===== src/rtl/flt2fix_seq.sv =====
`timescale 1ns/1ps
// flt2fix_seq -- sequential float16 -> signed 8.8 fixed-point converter.
//
// Takes the float16 words produced by the fixed(8.8)->float16 stage and
// converts them back. Normalisation moves the magnitude one bit per cycle,
// rounding is round-half-to-even, and finite overflow either wraps (default)
// or saturates.
//
// Build option:
//   FLT2FIX_SAT_EN  defined   -> finite |x| >= 128 saturates to 0x7FFF/0x8000
//                   undefined -> finite |x| >= 128 shifts normally and wraps
//   In both builds ovf=1 for these operands, except exactly -128.0.
//
// Ports:
//   clk      rising-edge clock
//   rst      asynchronous active-low reset
//   start    request, sampled only in IDLE or DONE
//   flt_in   float16 operand {sign, exp[4:0], mant[9:0]}, latched on accept
//   fix_out  two's-complement 8.8 result, stable while done=1
//   done     result valid, held until the next accepted start
//   ovf      overflow or Inf/NaN operand, valid with done
//   busy     high in SHIFT, ROUND and NEG
module flt2fix_seq #(
   parameter int MAX_SHIFT = 12
) (
   input  logic        clk,
   input  logic        rst,
   input  logic        start,
   input  logic [15:0] flt_in,
   output logic [15:0] fix_out,
   output logic        done,
   output logic        ovf,
   output logic        busy
);

   typedef enum logic [2:0] {IDLE, SHIFT, ROUND, NEG, DONE} state_t;

   localparam logic [4:0] MAX_SH5 = 5'(MAX_SHIFT);

   state_t      state;
   logic [23:0] mag;        // 11-bit significand shifted left by up to 13
   logic        guard;
   logic        sticky;
   logic [3:0]  cnt;
   logic        sign_q;
   logic        dir_left;
   logic        ovf_pend;

   // ------------------------------------------------------------------
   // Operand decode, evaluated combinationally on the accepting cycle
   // ------------------------------------------------------------------
   logic [4:0]  exp_f;
   logic [4:0]  rdist;      // right-shift distance, 17 - exp
   logic        is_zero, is_inf, is_big, is_m128, go_left, big_ovf;
   logic [3:0]  k_in;
   logic        special;
   logic [15:0] spec_fix;
   logic        spec_ovf;

   assign exp_f = flt_in[14:10];
   assign rdist = 5'd17 - exp_f;

   always_comb begin
      is_zero  = (exp_f == 5'd0);
      is_inf   = (exp_f == 5'd31);
      is_big   = (exp_f >= 5'd22) && !is_inf;   // finite magnitude >= 128
      is_m128  = (flt_in == 16'hD800);          // -128.0 fits exactly
      go_left  = (exp_f >= 5'd17);
      big_ovf  = is_big && !is_m128;

      k_in = 4'd0;
      if (go_left)
         k_in = 4'(exp_f - 5'd17);
      else if (rdist >= MAX_SH5)
         k_in = 4'(MAX_SH5);                     // everything shifted out anyway
      else
         k_in = 4'(rdist);

      special  = 1'b0;
      spec_fix = 16'h0000;
      spec_ovf = 1'b0;
      if (is_zero) begin
         // zero and every subnormal round to 0
         special = 1'b1;
      end else if (is_inf) begin
         special  = 1'b1;
         spec_fix = flt_in[15] ? 16'h8000 : 16'h7FFF;
         spec_ovf = 1'b1;
      end
`ifdef FLT2FIX_SAT_EN
      else if (is_big) begin
         special  = 1'b1;
         spec_fix = flt_in[15] ? 16'h8000 : 16'h7FFF;
         spec_ovf = !is_m128;
      end
`else
      // wide operands take the ordinary left-shift path and wrap
`endif
   end

   // ------------------------------------------------------------------
   // Control and datapath
   // ------------------------------------------------------------------
   always_ff @(posedge clk or negedge rst) begin
      if (!rst) begin
         state    <= IDLE;
         mag      <= '0;
         guard    <= 1'b0;
         sticky   <= 1'b0;
         cnt      <= '0;
         sign_q   <= 1'b0;
         dir_left <= 1'b0;
         ovf_pend <= 1'b0;
         fix_out  <= 16'h0000;
         done     <= 1'b0;
         ovf      <= 1'b0;
         busy     <= 1'b0;
      end else begin
         case (state)
            IDLE, DONE: begin
               if (start) begin
                  sign_q   <= flt_in[15];
                  dir_left <= go_left;
                  mag      <= {13'b0, 1'b1, flt_in[9:0]};
                  guard    <= 1'b0;
                  sticky   <= 1'b0;
                  cnt      <= k_in;
                  ovf_pend <= big_ovf;
                  if (special) begin
                     // result is known now; skip the datapath entirely
                     state   <= DONE;
                     fix_out <= spec_fix;
                     ovf     <= spec_ovf;
                     done    <= 1'b1;
                     busy    <= 1'b0;
                  end else begin
                     state <= (k_in != 4'd0) ? SHIFT : ROUND;
                     done  <= 1'b0;
                     busy  <= 1'b1;
                  end
               end
            end

            SHIFT: begin
               if (dir_left) begin
                  mag <= mag << 1;
               end else begin
                  // sticky collects every bit that has already left guard
                  mag    <= mag >> 1;
                  guard  <= mag[0];
                  sticky <= sticky | guard;
               end
               cnt <= cnt - 4'd1;
               if (cnt == 4'd1)
                  state <= ROUND;
            end

            ROUND: begin
               // half-to-even; guard/sticky are zero on the left-shift path
               mag   <= mag + {23'b0, guard & (sticky | mag[0])};
               state <= NEG;
            end

            NEG: begin
               fix_out <= sign_q ? -mag[15:0] : mag[15:0];
               ovf     <= ovf_pend;
               done    <= 1'b1;
               busy    <= 1'b0;
               state   <= DONE;
            end

            default: begin
               state <= IDLE;
               busy  <= 1'b0;
            end
         endcase
      end
   end

endmodule

===== config.mk =====
export PLATFORM = sky130hd
export DESIGN_NAME = flt2fix_seq
export DESIGN_NICKNAME = d
export VERILOG_FILES = /design/src/rtl/flt2fix_seq.sv
export SDC_FILE = /design/constraint.sdc
export NUM_CORES = 1
export LEC_CHECK = 0
export ABC_AREA = 1
export ABC_CLOCK_PERIOD_IN_PS = 2200
export BUFFER_PORTS_ARGS = -buffer_cell sky130_fd_sc_hd__buf_2
export CAP_MARGIN = 20
export CORE_UTILIZATION = 50
export DETAILED_ROUTE_END_ITERATION = 10
export GPL_ROUTABILITY_DRIVEN = 1
export PLACE_DENSITY_LB_ADDON = 0.2
export SYNTH_ARGS = -nofsm -noshare
export SYNTH_HDL_FRONTEND = slang
export SYNTH_SLANG_ARGS = --single-unit

===== constraint.sdc =====
create_clock -name clk -period 2.2 [get_ports clk]
set_clock_uncertainty 0.1 [all_clocks]
set_input_delay 0.44 -clock clk [delete_from_list [all_inputs] [get_ports clk]]
set_output_delay 0.44 -clock clk [all_outputs]
set_load 0.01 [all_outputs]

==> flow_summary_export.csv <==
group,metric,value,unit
critical_path,max_stage_delay,0.37,ns
yosys,synthXorXnorAreaFrac,0.423,%
run,cap_violations,0,
critical_path,cp_num_buf_inv,2,
yosys,synthMuxAreaShare,0,%
yosys,synthSimpleGateAreaFrac,33.3,%
sta,period_share,95.3,%
min_path,min-delay-start,"flt_in[15]",
clocking,htreeDepth,2,
yosys,synth_top_area_share,33.2,%
yosys,syn_area,4140,sq um
route,first_pass_iters,5,
route,drt-initial-drc-count,334,
power_and_ir_drop,p_leak,2.15,nW
yosys,async_reset_ff_share,100,%
sta,worst_pin_slew,0.780,ns
clocking,cts_root_buf,"clkbuf_8",
yosys,synth_ff_type,"dfrtp_1",
critical_path,cp_slowest_cell,"dfrtp_1",
route,vias_per_cell,5.76,
global_routing,grt_pass1_vias,3974,
layout,design_area,4670,sq um
layout,fin_cells,733,
floorplan,die_y,93.0,microns
yosys,yosysSeqAreaShare,33.2,%
critical_path,crit_path_start_kind,"flip-flop",
yosys,synth_warnings,0,
power_and_ir_drop,vdd_drop_max,0.576,mV
clocking,clk_latency,0.31,ns
global_routing,antenna_found_initial,0,
layout,n_antenna_cell,0,
yosys,synthAdderAreaFrac,3.62,%
critical_path,rr_startpoint,"mag[0]",
critical_path,cp_top_family,"simple AND/OR/NAND/NOR gates",
route,drc,0,
sta,finalSetupTns,0,ns
yosys,synth_top_family_by_area,"simple AND/OR/NAND/NOR gates",
critical_path,crit_path_end_kind,"flip-flop",
yosys,yosysTopAreaCell,"dfrtp_1",
route,ant_nets,0,
clocking,cts_tree,"built",
floorplan,core,7890,sq um
sta,rsz0062_at_grt,"true",
critical_path,path_class,"reg -> reg",
critical_path,worstPathRequired,2.35,ns
place,gp_congestion,0.959,
clocking,cts.sinks,55,
yosys,synthTopCellsByArea,"dfrtp_1 (33%), nand2_1 (11%), nand3_1 (8.3%)",
floorplan,ios,38,
yosys,ys_ff_latch,55,
clocking,cts_made_buffers,5,
run_status,outcome,"finished, final reports clean",
sta,slew_violations,0,
route,post_drt_wl_per_cell,15.0,microns
place,dp_slack,-0.0226,ns
power_and_ir_drop,power_density,1390,nW/um^2
yosys,syn-num-nets,613,
critical_path,arrival,2.25,ns
sta,final.setup.worst_slack,0.103,ns
sta,period_needed,2.10,ns
place,numPortBuffers,37,
yosys,avgSynthCellArea,7.12,sq um
place,placed_area,4490,sq um
min_path,hold_path_class,"in -> reg",
sta,finalHoldViolations,0,
place,hpwl,8.43,mm
layout,drive_above_1_share,20.8,%
yosys,synth.most_common_cell,"nand2_1",
critical_path,cp_cell_sequence,"inv_2 -> a21oi_2 -> ha_2 -> ha_4 -> nand3_4 -> nor2_4 -> nand3_2 -> inv_2 -> nand2_4 -> nor2_4 -> nand2_2 -> o21ai_1 -> nand3_1 -> nand3_1",
global_routing,grt_max_degree,37,
layout,nNetsFinal,661,
sta,slew_headroom,48.0,%
global_routing,grt_pass1_wl,18.3,mm
route,num_vias,4220,
critical_path,worst-path-max-fanout,5,
critical_path,critPathLaunch,"mag[0]",
yosys,ys_types,44,
layout,post-route-util,59.2,%
route,postRouteWirelength,11.0,mm
floorplan,die_w,93.0,microns
floorplan,num_rows,32,
global_routing,grt_usage,26.7,%
floorplan,start_util,52.5,%
floorplan,dieArea,8650,sq um
sta,setup_viol,0,
place,place_inst,721,
yosys,synthCells,582,
clocking,clk_pin_slew,0.11,ns
layout,area_delta_synth_final,12.8,%
sta,fmax,0.477,GHz
yosys,synth_commonest_cells,"nand2_1 (118), nand3_1 (69), inv_1 (60), nor2_1 (56), dfrtp_1 (55)",
global_routing,grt.overflow.total,0,
yosys,synth-edff-count,0,
clocking,clock_path_buffers,2,
yosys,synth-compound-area-share,19.7,%
==> kinds of logic (layout without fill, tap and decap cells) <==
family | after synthesis | count (layout)
buffers and inverters | 91 | 140
flip-flops | 55 | 55
XOR/XNOR | 2 | 2
AO/OA/AOI/OAI | 131 | 131
AND/OR/NAND/NOR | 291 | 291
adder cells (fa/ha/maj) | 12 | 12
==> metal layers <==
| metal | vias to the layer above | global-route usage, % | part of all wire (%) |
|---|---|---|---|
| li1 | 2065 | - | - |
| met1 | 1973 | 34.9 | 44 |
| met2 | 161 | 44.5 | 47 |
| met3 | 21 | 5.12 | 6.4 |
| met4 | 0 | 8.21 | 2.3 |
| met5 | - | 0 | 0 |
==> tightest hold or removal path, stage by stage <==
cell	delay (ns)
buf_2	0.11
nand2_1	0.05
o21ai_0	0.06
==> sequential cells by signal, indices dropped and copies added (netlist names) <==
register / count
busy: 1
cnt: 4
dir_left: 1
done: 1
fix_out: 16
guard: 1
mag: 24
ovf: 1
ovf_pend: 1
sign_q: 1
state: 3
sticky: 1
==> worst paths after layout <==
kind,slack [ns],depth (start not counted),to
worst max-delay path,0.10,14,mag[16]
worst min-delay path,0.28,3,sign_q
worst max register to register,0.10,14,mag[16]
worst min register to register,0.40,2,done
max in group asynchronous,0.95,3,mag[23]
min in group asynchronous,0.50,2,done
==> through the flow <==
step	power (mW)	hold WS, ns
finish	6.50	0.278
global route	7.07	0.299
CTS	6.39	0.276
detailed placement	5.81	0.317
global placement	5.70	0.306
floorplan	4.72	0.0444
==> timing repair <==
item	in CTS	in global routing
endpoints found under the setup margin	0	10
setup buffers	0	3
hold endpoints to repair	19	0
hold buffers	1	0
gates resized for setup	0	19
==> area by class of cell <==
cell class / instances / area, sq um
Clock buffer: 6 / 72.6
Clock inverter: 2 / 16.3
Fill cell: 780 / 3220
Inverter: 68 / 258
Multi-Input combinational cell: 436 / 2420
Sequential cell: 55 / 1380
Tap cell: 102 / 128
Timing Repair Buffer: 64 / 403
==> cell usage in the layout, fill, tap and decap left out, types with 2 or more instances in the layout <==
master / count
inv_1: 58
o21ai_0: 45
ha_1: 10
a31oi_1: 2
nor3_1: 4
nand2_2: 4
clkbuf_8: 5
buf_2: 37
or2_2: 3
nor2_2: 8
nor4_1: 7
o211ai_1: 7
buf_4: 25
a21oi_1: 37
nand2_1: 116
clkinv_1: 2
a21oi_2: 12
nor2_1: 52
nor3_4: 4
a41oi_1: 3
o21ai_2: 2
nand2_4: 2
nand3_2: 7
o31ai_1: 2
nand4_1: 11
inv_2: 7
xnor2_1: 2
o221ai_1: 3
nand3_1: 68
dfrtp_1: 55
a32oi_1: 2
nor2_4: 4
o21ai_1: 7
==> where the power goes <==
| group | total (mW) | internal [mW] | switching (mW) |
|---|---|---|---|
| clock network | 0.592 | 0.230 | 0.362 |
| logic | 3.85 | 1.38 | 2.47 |
| registers | 2.05 | 1.52 | 0.536 |
(Power assumes the default switching activity.)
